===== config.mk =====
export PLATFORM = sky130hd
export DESIGN_NAME = alu_issue_unit
export DESIGN_NICKNAME = d
export VERILOG_FILES = /design/src/rtl/alu_pkg.sv /design/src/rtl/alu_op_decode.sv /design/src/rtl/alu_issue_unit.sv
export SDC_FILE = /design/constraint.sdc
export NUM_CORES = 1
export LEC_CHECK = 0
export ABC_AREA = 1
export CAP_MARGIN = 15
export CORE_MARGIN = 3
export CORE_UTILIZATION = 30
export CTS_CLUSTER_DIAMETER = 60
export DETAILED_ROUTE_END_ITERATION = 8
export PLACE_DENSITY = 0.64
export SETUP_SLACK_MARGIN = 0.05
export SKIP_LAST_GASP = 1
export SLEW_MARGIN = 20
export SYNTH_ARGS = -nofsm -noshare
export SYNTH_HDL_FRONTEND = slang
export SYNTH_SLANG_ARGS = --single-unit
export TNS_END_PERCENT = 30

===== constraint.sdc =====
create_clock -name clk -period 4.5 [get_ports clk]
set_input_delay 0.9 -clock clk [delete_from_list [all_inputs] [get_ports clk]]
set_output_delay 0.9 -clock clk [all_outputs]
set_load 0.1 [all_outputs]

===== src/rtl/alu_pkg.sv =====
// Shared constants for the ALU issue path.
// Op codes, MIPS opcode/funct values and FSM states.
package alu_pkg;

    localparam logic [2:0] OP_AND = 3'b000;
    localparam logic [2:0] OP_OR  = 3'b001;
    localparam logic [2:0] OP_ADD = 3'b010;
    localparam logic [2:0] OP_XOR = 3'b011;
    localparam logic [2:0] OP_NOR = 3'b100;
    localparam logic [2:0] OP_SRL = 3'b101;
    localparam logic [2:0] OP_SUB = 3'b110;
    localparam logic [2:0] OP_SLT = 3'b111;

    localparam logic [5:0] OPC_RTYPE = 6'b000000;
    localparam logic [5:0] OPC_BEQ   = 6'b000100;
    localparam logic [5:0] OPC_BNE   = 6'b000101;
    localparam logic [5:0] OPC_ADDI  = 6'b001000;
    localparam logic [5:0] OPC_ADDIU = 6'b001001;
    localparam logic [5:0] OPC_SLTI  = 6'b001010;
    localparam logic [5:0] OPC_ANDI  = 6'b001100;
    localparam logic [5:0] OPC_ORI   = 6'b001101;
    localparam logic [5:0] OPC_XORI  = 6'b001110;
    localparam logic [5:0] OPC_LW    = 6'b100011;
    localparam logic [5:0] OPC_SW    = 6'b101011;

    localparam logic [5:0] FN_SRL  = 6'b000010;
    localparam logic [5:0] FN_ADD  = 6'b100000;
    localparam logic [5:0] FN_ADDU = 6'b100001;
    localparam logic [5:0] FN_SUB  = 6'b100010;
    localparam logic [5:0] FN_SUBU = 6'b100011;
    localparam logic [5:0] FN_AND  = 6'b100100;
    localparam logic [5:0] FN_OR   = 6'b100101;
    localparam logic [5:0] FN_XOR  = 6'b100110;
    localparam logic [5:0] FN_NOR  = 6'b100111;
    localparam logic [5:0] FN_SLT  = 6'b101010;

    typedef enum logic [1:0] {
        ST_IDLE = 2'd0,
        ST_EXEC = 2'd1,
        ST_RESP = 2'd2
    } state_e;

endpackage


===== src/rtl/alu_op_decode.sv =====
// Combinational MIPS instruction to ALU op/operand decoder.
// Shared with the single-cycle datapath.
module alu_op_decode
    import alu_pkg::*;
(
    input  logic [31:0] instr_i,
    input  logic [31:0] rs_i,
    input  logic [31:0] rt_i,
    output logic [2:0]  op_o,
    output logic [31:0] a_o,
    output logic [31:0] b_o,
    output logic        trapping_o,
    output logic        is_beq_o,
    output logic        is_bne_o,
    output logic        illegal_o
);

    logic [5:0]  opcode;
    logic [5:0]  funct;
    logic [31:0] imm_s;
    logic [31:0] imm_z;
    logic [31:0] shamt_b;
    logic        unused_fields;

    assign opcode        = instr_i[31:26];
    assign funct         = instr_i[5:0];
    assign imm_s         = {{16{instr_i[15]}}, instr_i[15:0]};
    assign imm_z         = {16'b0, instr_i[15:0]};
    assign shamt_b       = {21'b0, instr_i[10:6], 6'b0};
    assign unused_fields = ^instr_i[25:16];

    // Map opcode/funct to op code, operands and trap/branch flags
    always_comb begin
        op_o       = OP_AND;
        a_o        = rs_i;
        b_o        = rt_i;
        trapping_o = 1'b0;
        is_beq_o   = 1'b0;
        is_bne_o   = 1'b0;
        illegal_o  = 1'b0;
        unique case (opcode)
            OPC_RTYPE: begin
                unique case (funct)
                    FN_ADD:  begin op_o = OP_ADD; trapping_o = 1'b1; end
                    FN_ADDU: op_o = OP_ADD;
                    FN_SUB:  begin op_o = OP_SUB; trapping_o = 1'b1; end
                    FN_SUBU: op_o = OP_SUB;
                    FN_AND:  op_o = OP_AND;
                    FN_OR:   op_o = OP_OR;
                    FN_XOR:  op_o = OP_XOR;
                    FN_NOR:  op_o = OP_NOR;
                    FN_SLT:  op_o = OP_SLT;
                    FN_SRL: begin
                        op_o = OP_SRL;
                        a_o  = rt_i;
                        b_o  = shamt_b;
                    end
                    default: illegal_o = 1'b1;
                endcase
            end
            OPC_ADDI: begin
                op_o       = OP_ADD;
                b_o        = imm_s;
                trapping_o = 1'b1;
            end
            OPC_ADDIU: begin op_o = OP_ADD; b_o = imm_s; end
            OPC_SLTI:  begin op_o = OP_SLT; b_o = imm_s; end
            OPC_ANDI:  begin op_o = OP_AND; b_o = imm_z; end
            OPC_ORI:   begin op_o = OP_OR;  b_o = imm_z; end
            OPC_XORI:  begin op_o = OP_XOR; b_o = imm_z; end
            OPC_LW:    begin op_o = OP_ADD; b_o = imm_s; end
            OPC_SW:    begin op_o = OP_ADD; b_o = imm_s; end
            OPC_BEQ:   begin op_o = OP_SUB; is_beq_o = 1'b1; end
            OPC_BNE:   begin op_o = OP_SUB; is_bne_o = 1'b1; end
            default:   illegal_o = 1'b1;
        endcase
    end

endmodule


===== src/rtl/alu_issue_unit.sv =====
// Issues decoded instructions to the combinational ALU and
// returns the captured result on a valid/ready response channel.
module alu_issue_unit
    import alu_pkg::*;
#(
    parameter int WIDTH   = 32,
    parameter int ALU_LAT = 0
) (
    input  logic             clk,
    input  logic             rst_n,
    input  logic             req_valid,
    output logic             req_ready,
    input  logic [WIDTH-1:0] req_instr,
    input  logic [WIDTH-1:0] req_rs,
    input  logic [WIDTH-1:0] req_rt,
    output logic             rsp_valid,
    input  logic             rsp_ready,
    output logic [WIDTH-1:0] rsp_res,
    output logic             rsp_zero,
    output logic             rsp_ovf,
    output logic             rsp_branch,
    output logic             rsp_illegal,
    output logic [WIDTH-1:0] alu_a,
    output logic [WIDTH-1:0] alu_b,
    output logic [2:0]       alu_op,
    input  logic [WIDTH-1:0] alu_res,
    input  logic             alu_zero,
    input  logic             alu_overflow,
    output logic             busy
);

    state_e state_q, state_d;

    logic [2:0]       dec_op;
    logic [WIDTH-1:0] dec_a, dec_b;
    logic             dec_trap, dec_beq, dec_bne, dec_ill;

    logic [WIDTH-1:0] alu_a_q, alu_b_q;
    logic [2:0]       alu_op_q;
    logic             trap_q, beq_q, bne_q;
    logic [7:0]       cnt_q;
    logic [WIDTH-1:0] res_q;
    logic             zero_q, ovf_q, branch_q, ill_q;

    logic accept;
    logic capture;

    alu_op_decode u_dec (
        .instr_i    (req_instr),
        .rs_i       (req_rs),
        .rt_i       (req_rt),
        .op_o       (dec_op),
        .a_o        (dec_a),
        .b_o        (dec_b),
        .trapping_o (dec_trap),
        .is_beq_o   (dec_beq),
        .is_bne_o   (dec_bne),
        .illegal_o  (dec_ill)
    );

    assign accept  = req_valid & req_ready;
    assign capture = (state_q == ST_EXEC) && (cnt_q == 8'd0);

    // State register; reset drops any in-flight request
    always_ff @(posedge clk or negedge rst_n) begin
        if (!rst_n) state_q <= ST_IDLE;
        else        state_q <= state_d;
    end

    // Next state: illegal requests bypass EXEC
    always_comb begin
        state_d = state_q;
        unique case (state_q)
            ST_IDLE: begin
                if (req_valid) state_d = dec_ill ? ST_RESP : ST_EXEC;
            end
            ST_EXEC: begin
                if (cnt_q == 8'd0) state_d = ST_RESP;
            end
            ST_RESP: begin
                if (rsp_ready) begin
                    if (req_valid) state_d = dec_ill ? ST_RESP : ST_EXEC;
                    else           state_d = ST_IDLE;
                end
            end
            default: state_d = ST_IDLE;
        endcase
    end

    // Handshake outputs; a new request is taken as the response retires
    always_comb begin
        req_ready = 1'b0;
        rsp_valid = 1'b0;
        busy      = 1'b1;
        unique case (state_q)
            ST_IDLE: begin
                req_ready = 1'b1;
                busy      = 1'b0;
            end
            ST_EXEC: req_ready = 1'b0;
            ST_RESP: begin
                req_ready = rsp_ready;
                rsp_valid = 1'b1;
            end
            default: begin
                req_ready = 1'b0;
                busy      = 1'b0;
            end
        endcase
    end

    // ALU drive registers, latency counter and response capture
    always_ff @(posedge clk or negedge rst_n) begin
        if (!rst_n) begin
            alu_a_q  <= '0;
            alu_b_q  <= '0;
            alu_op_q <= OP_AND;
            trap_q   <= 1'b0;
            beq_q    <= 1'b0;
            bne_q    <= 1'b0;
            cnt_q    <= 8'd0;
            res_q    <= '0;
            zero_q   <= 1'b0;
            ovf_q    <= 1'b0;
            branch_q <= 1'b0;
            ill_q    <= 1'b0;
        end else if (accept) begin
            if (dec_ill) begin
                res_q    <= '0;
                zero_q   <= 1'b0;
                ovf_q    <= 1'b0;
                branch_q <= 1'b0;
                ill_q    <= 1'b1;
            end else begin
                alu_a_q  <= dec_a;
                alu_b_q  <= dec_b;
                alu_op_q <= dec_op;
                trap_q   <= dec_trap;
                beq_q    <= dec_beq;
                bne_q    <= dec_bne;
                cnt_q    <= 8'(ALU_LAT);
            end
        end else if (capture) begin
            res_q    <= alu_res;
            zero_q   <= alu_zero;
            ovf_q    <= alu_overflow & trap_q;
            branch_q <= (beq_q & alu_zero) | (bne_q & ~alu_zero);
            ill_q    <= 1'b0;
        end else if (state_q == ST_EXEC) begin
            cnt_q <= cnt_q - 8'd1;
        end
    end

    assign alu_a       = alu_a_q;
    assign alu_b       = alu_b_q;
    assign alu_op      = alu_op_q;
    assign rsp_res     = res_q;
    assign rsp_zero    = zero_q;
    assign rsp_ovf     = ovf_q;
    assign rsp_branch  = branch_q;
    assign rsp_illegal = ill_q;

endmodule


==> results by group <==
Setup path
  – Delay of the slowest cell on the worst path: 1120 ps
  – Crit-path max FO: 4
  – R2R depth: 9
  – Worst reg2reg endpoint: rsp_res[22]
  – Crit path capture type: output pin
  – Cell depth of the worst setup path: 3
  – Reg-to-reg startpoint: state_q[0]
  – Required time worst endpoint: 3600 ps
  – Worst R2R Setup Slack: 1760 ps
  – Buffers & Inverters on Critical Path: 2
  – Slowest-stage cell, CP: clkdlybuf4s50_1
  – Critical path cell sequence: inv_1 > ha_1 > clkdlybuf4s50_1
  – Worst path top cell family by delay: buffers and inverters
  – Arr. time, crit path: 2270 ps
  – WS Path Type: reg2out
  – Worst setup SP type: flop

Worst hold path
  – Hold EP: alu_b[29]
  – Worst min path class: reg2reg
  – Hold path startpoint: alu_b[29]
  – Hold path depth: 2

Placement
  – DP HPWL: 12800 microns
  – GPL Wtd Cong: 0.795
  – PortBufs: 229
  – Placed insts: 1216

Cells and area
  – Multi-input logic area: 0.00242 sq mm
  – Layout cells sized above 1: 6.02%
  – Layout Cells excl Fill: 1247
  – Register area: 0.00290 sq mm
  – N_diodes: 0
  – Nets: 1140
  – Filler cell count: 1859
  – Area Overhead vs Synth: 54.1%
  – Finished Core Util: 47.3%

Synthesis
  – Cell area after synthesis: 0.00576 sq mm
  – Post-synth top cells: 376 x nand2_1, 116 x dfrtp_1, 66 x nand3_1
  – Simple-gate share of the synthesized area: 34.6%
  – Cells after Synth: 780
  – XOR/XNOR Fraction of Synth Area: 0%
  – Synth top area share: 50.4%
  – Seq/Total Area, Yosys: 50.4%
  – Compound-gate portion of the synthesized area: 6.13%
  – Fraction of registers with async set or reset after synthesis: 100%
  – Synth area leaders: dfrtp_1 50%, nand2_1 25%, nand3_1 5.7%
  – Adder-Cell Fraction of Synth Area: 1.09%
  – Net Count, Synth: 919
  – Most common cell in the netlist: nand2_1
  – Top FF cell, synth: dfrtp_1
  – Post-synth top area cell: dfrtp_1
  – Mean Syn Cell Area: 7.39 sq um
  – EDFF count, synth: 0
  – Largest family of logic cells by synthesized area: simple AND/OR/NAND/NOR gates
  – Post-synthesis cell type count: 30
  – Synth Register Bits: 116
  – Synthesis Warnings: 0
  – Post-synthesis mux area share: 0%

Power and ir drop
  – LEAKAGE: 4.52 nW
  – Combinational power share: 56.7%
  – Clock power share: 20.7%
  – Peak VDD IR: 0.000399 V
  – Cell internal pwr: 3.28 mW
  – Switching Power: 3.83 mW
  – PwrDens: 801 mW/mm^2
  – Reg power frac: 22.6%
  – Switching share of total power: 53.8%

Routing
  – Wire length per cell: 14.6 microns
  – # DRC: 0
  – Post-DRT Antenna Nets: 0
  – DRT Pass-1 Iters: 4
  – Initial DRC count: 267
  – Post-Route WL: 18100 microns
  – Vias: 5725
  – Via density: 4.59

Timing
  – RSZ-0062 raised after global routing: no
  – Clk_skew: 14.8 ps
  – Final setup fails: 0
  – Final period utilization: 70.5%
  – Tightest Pin Transition: 1030 ps
  – Final count of pins violating max slew: 0
  – Final Hold Violating Endpoints: 0
  – Fmax: 315 MHz
  – Max transition margin: 31.4%
  – Tmin final: 3170 ps
  – Sum of negative setup slack: 0 ps

Clocking
  – Inserted Clock Buffers: 17
  – Max clock buf depth: 2
  – Root cell of the clock tree: clkbuf_16
  – CTS tree: done
  – # Post-CTS Setup Buffers: 0
  – Reg clk slew, reported paths: 50 ps
  – TritonCTS Sinks: 116
  – Worst-Skew Late Latency: 410 ps
  – H-Tree Level Count: 4
  – Hold buffer count at CTS: 0
  – CTS-repair resized insts: 0

GRT
  – Met3 usage in global routing: 6.18%
  – Top Usage Layer GRT: met2
  – First-pass GRT wire length: 28100 microns
  – Largest net degree at the start of global routing: 74
  – Initial antenna violation count: 0
  – Total global routing track utilization: 17.1%
  – Met2 GRT Util: 27.5%
  – GRT overflow: 0
  – Vias in the first global route: 5476
  – Met1 Use GR: 21.5%

Floorplanning
  – Die area: 0.0209 sq mm
  – Chip Height: 145 microns
  – Io pins: 240
  – Core area: 0.0188 sq mm
  – Site Rows: 50
  – Die Width: 145 microns
  – Initial Util: 30.7%

Job
  – MaxCap Viol Count: 0

Status
  – Outcome: finished, final reports clean
state kept, by name (all words and copies together), names as in the netlist:
name	count
rsp_branch	1
rsp_zero	1
trap_q	1
beq_q	1
rsp_ovf	1
bne_q	1
alu_op	3
cnt_q	8
rsp_res	32
rsp_illegal	1
state_q	2
alu_b	32
alu_a	32
worst min-delay path, delay by kind of cell, from the launching register on:
family / cells / cell delay (ps)
DFF: 1 / 340
and+or+nand+nor: 2 / 110
layout by cell type (no fill, tap or decap):
| cell type | instances |
|---|---|
| nand2_1 | 375 |
| clkdlybuf4s50_1 | 227 |
| dfrtp_1 | 116 |
| nand3_1 | 66 |
| inv_1 | 60 |
| o21ai_0 | 42 |
| nor2_1 | 23 |
| o21ai_1 | 21 |
| clkbuf_16 | 17 |
| buf_4 | 11 |
| nand4_1 | 8 |
| inv_2 | 5 |
| ha_1 | 5 |
| clkbuf_8 | 5 |
| nand2_2 | 4 |
| nor2_2 | 4 |
| bufinv_16 | 4 |
| or2_2 | 2 |
| nand3b_1 | 2 |
| clkinv_2 | 2 |
| nor2_4 | 1 |
| nand4_2 | 1 |
| a21oi_1 | 1 |
| nand3_4 | 1 |
| o211ai_1 | 1 |
| nor4_1 | 1 |
| nor3_1 | 1 |
| a31o_2 | 1 |
| o2111ai_1 | 1 |
| o31ai_1 | 1 |
| clkinv_4 | 1 |
| clkbuf_1 | 1 |
| clkinvlp_4 | 1 |
| buf_12 | 1 |
area by class of cell:
class                      count  share of cell area [%]
tap                          234                    3.30
multi-input combinational    562                    27.3
clock inverter                 8                    1.65
clock buffer                  23                    5.61
sequential                   116                    32.7
inverter                      65                    2.75
timing repair buffer         239                    26.7
through the flow:
stage	hold slack, ps	cell area [sq um]	setup slack, ps	power [mW]
floorplan	449	5760	1470	4.64
global placement	461	8230	1020	5.65
detailed placement	464	8230	1030	5.67
CTS	479	8880	1290	7.18
global route	489	8880	1240	7.43
finish	476	8880	1330	7.11
power by group through the flow:
stage               Clock [mW]  Sequential (mW)  Combinational [mW]
floorplan                    0             3.92               0.725
global placement             0             1.62                4.04
detailed placement           0             1.62                4.06
CTS                       1.51             1.61                4.06
global route              1.55             1.66                4.22
finish                    1.47             1.61                4.03
how the worst max path moves through the flow:
stage | to | startpoint | slack (ps)
finish | busy | state_q[0] | 1330
global route | busy | state_q[1] | 1240
CTS | busy | state_q[0] | 1290
detailed placement | rsp_res[5] | rsp_ready | 1030
global placement | rsp_res[22] | rsp_ready | 1020
floorplan | req_ready | state_q[0] | 1470
per-layer routing:
layer  vias to the layer above  wire, microns
li1                       2877              -
met1                      2626           7940
met2                       201           8380
met3                        21           1620
met4                         0            206
met5                         -              0
cells by family after synthesis:
| kind of cell | count (synthesis) |
|---|---|
| adders and majority gates | 5 |
| buffers and inverters | 102 |
| and+or+nand+nor | 489 |
| AOI/OAI and AO/OA | 68 |
| DFF | 116 |
No activity file was read; power rests on OpenSTA's default activity.
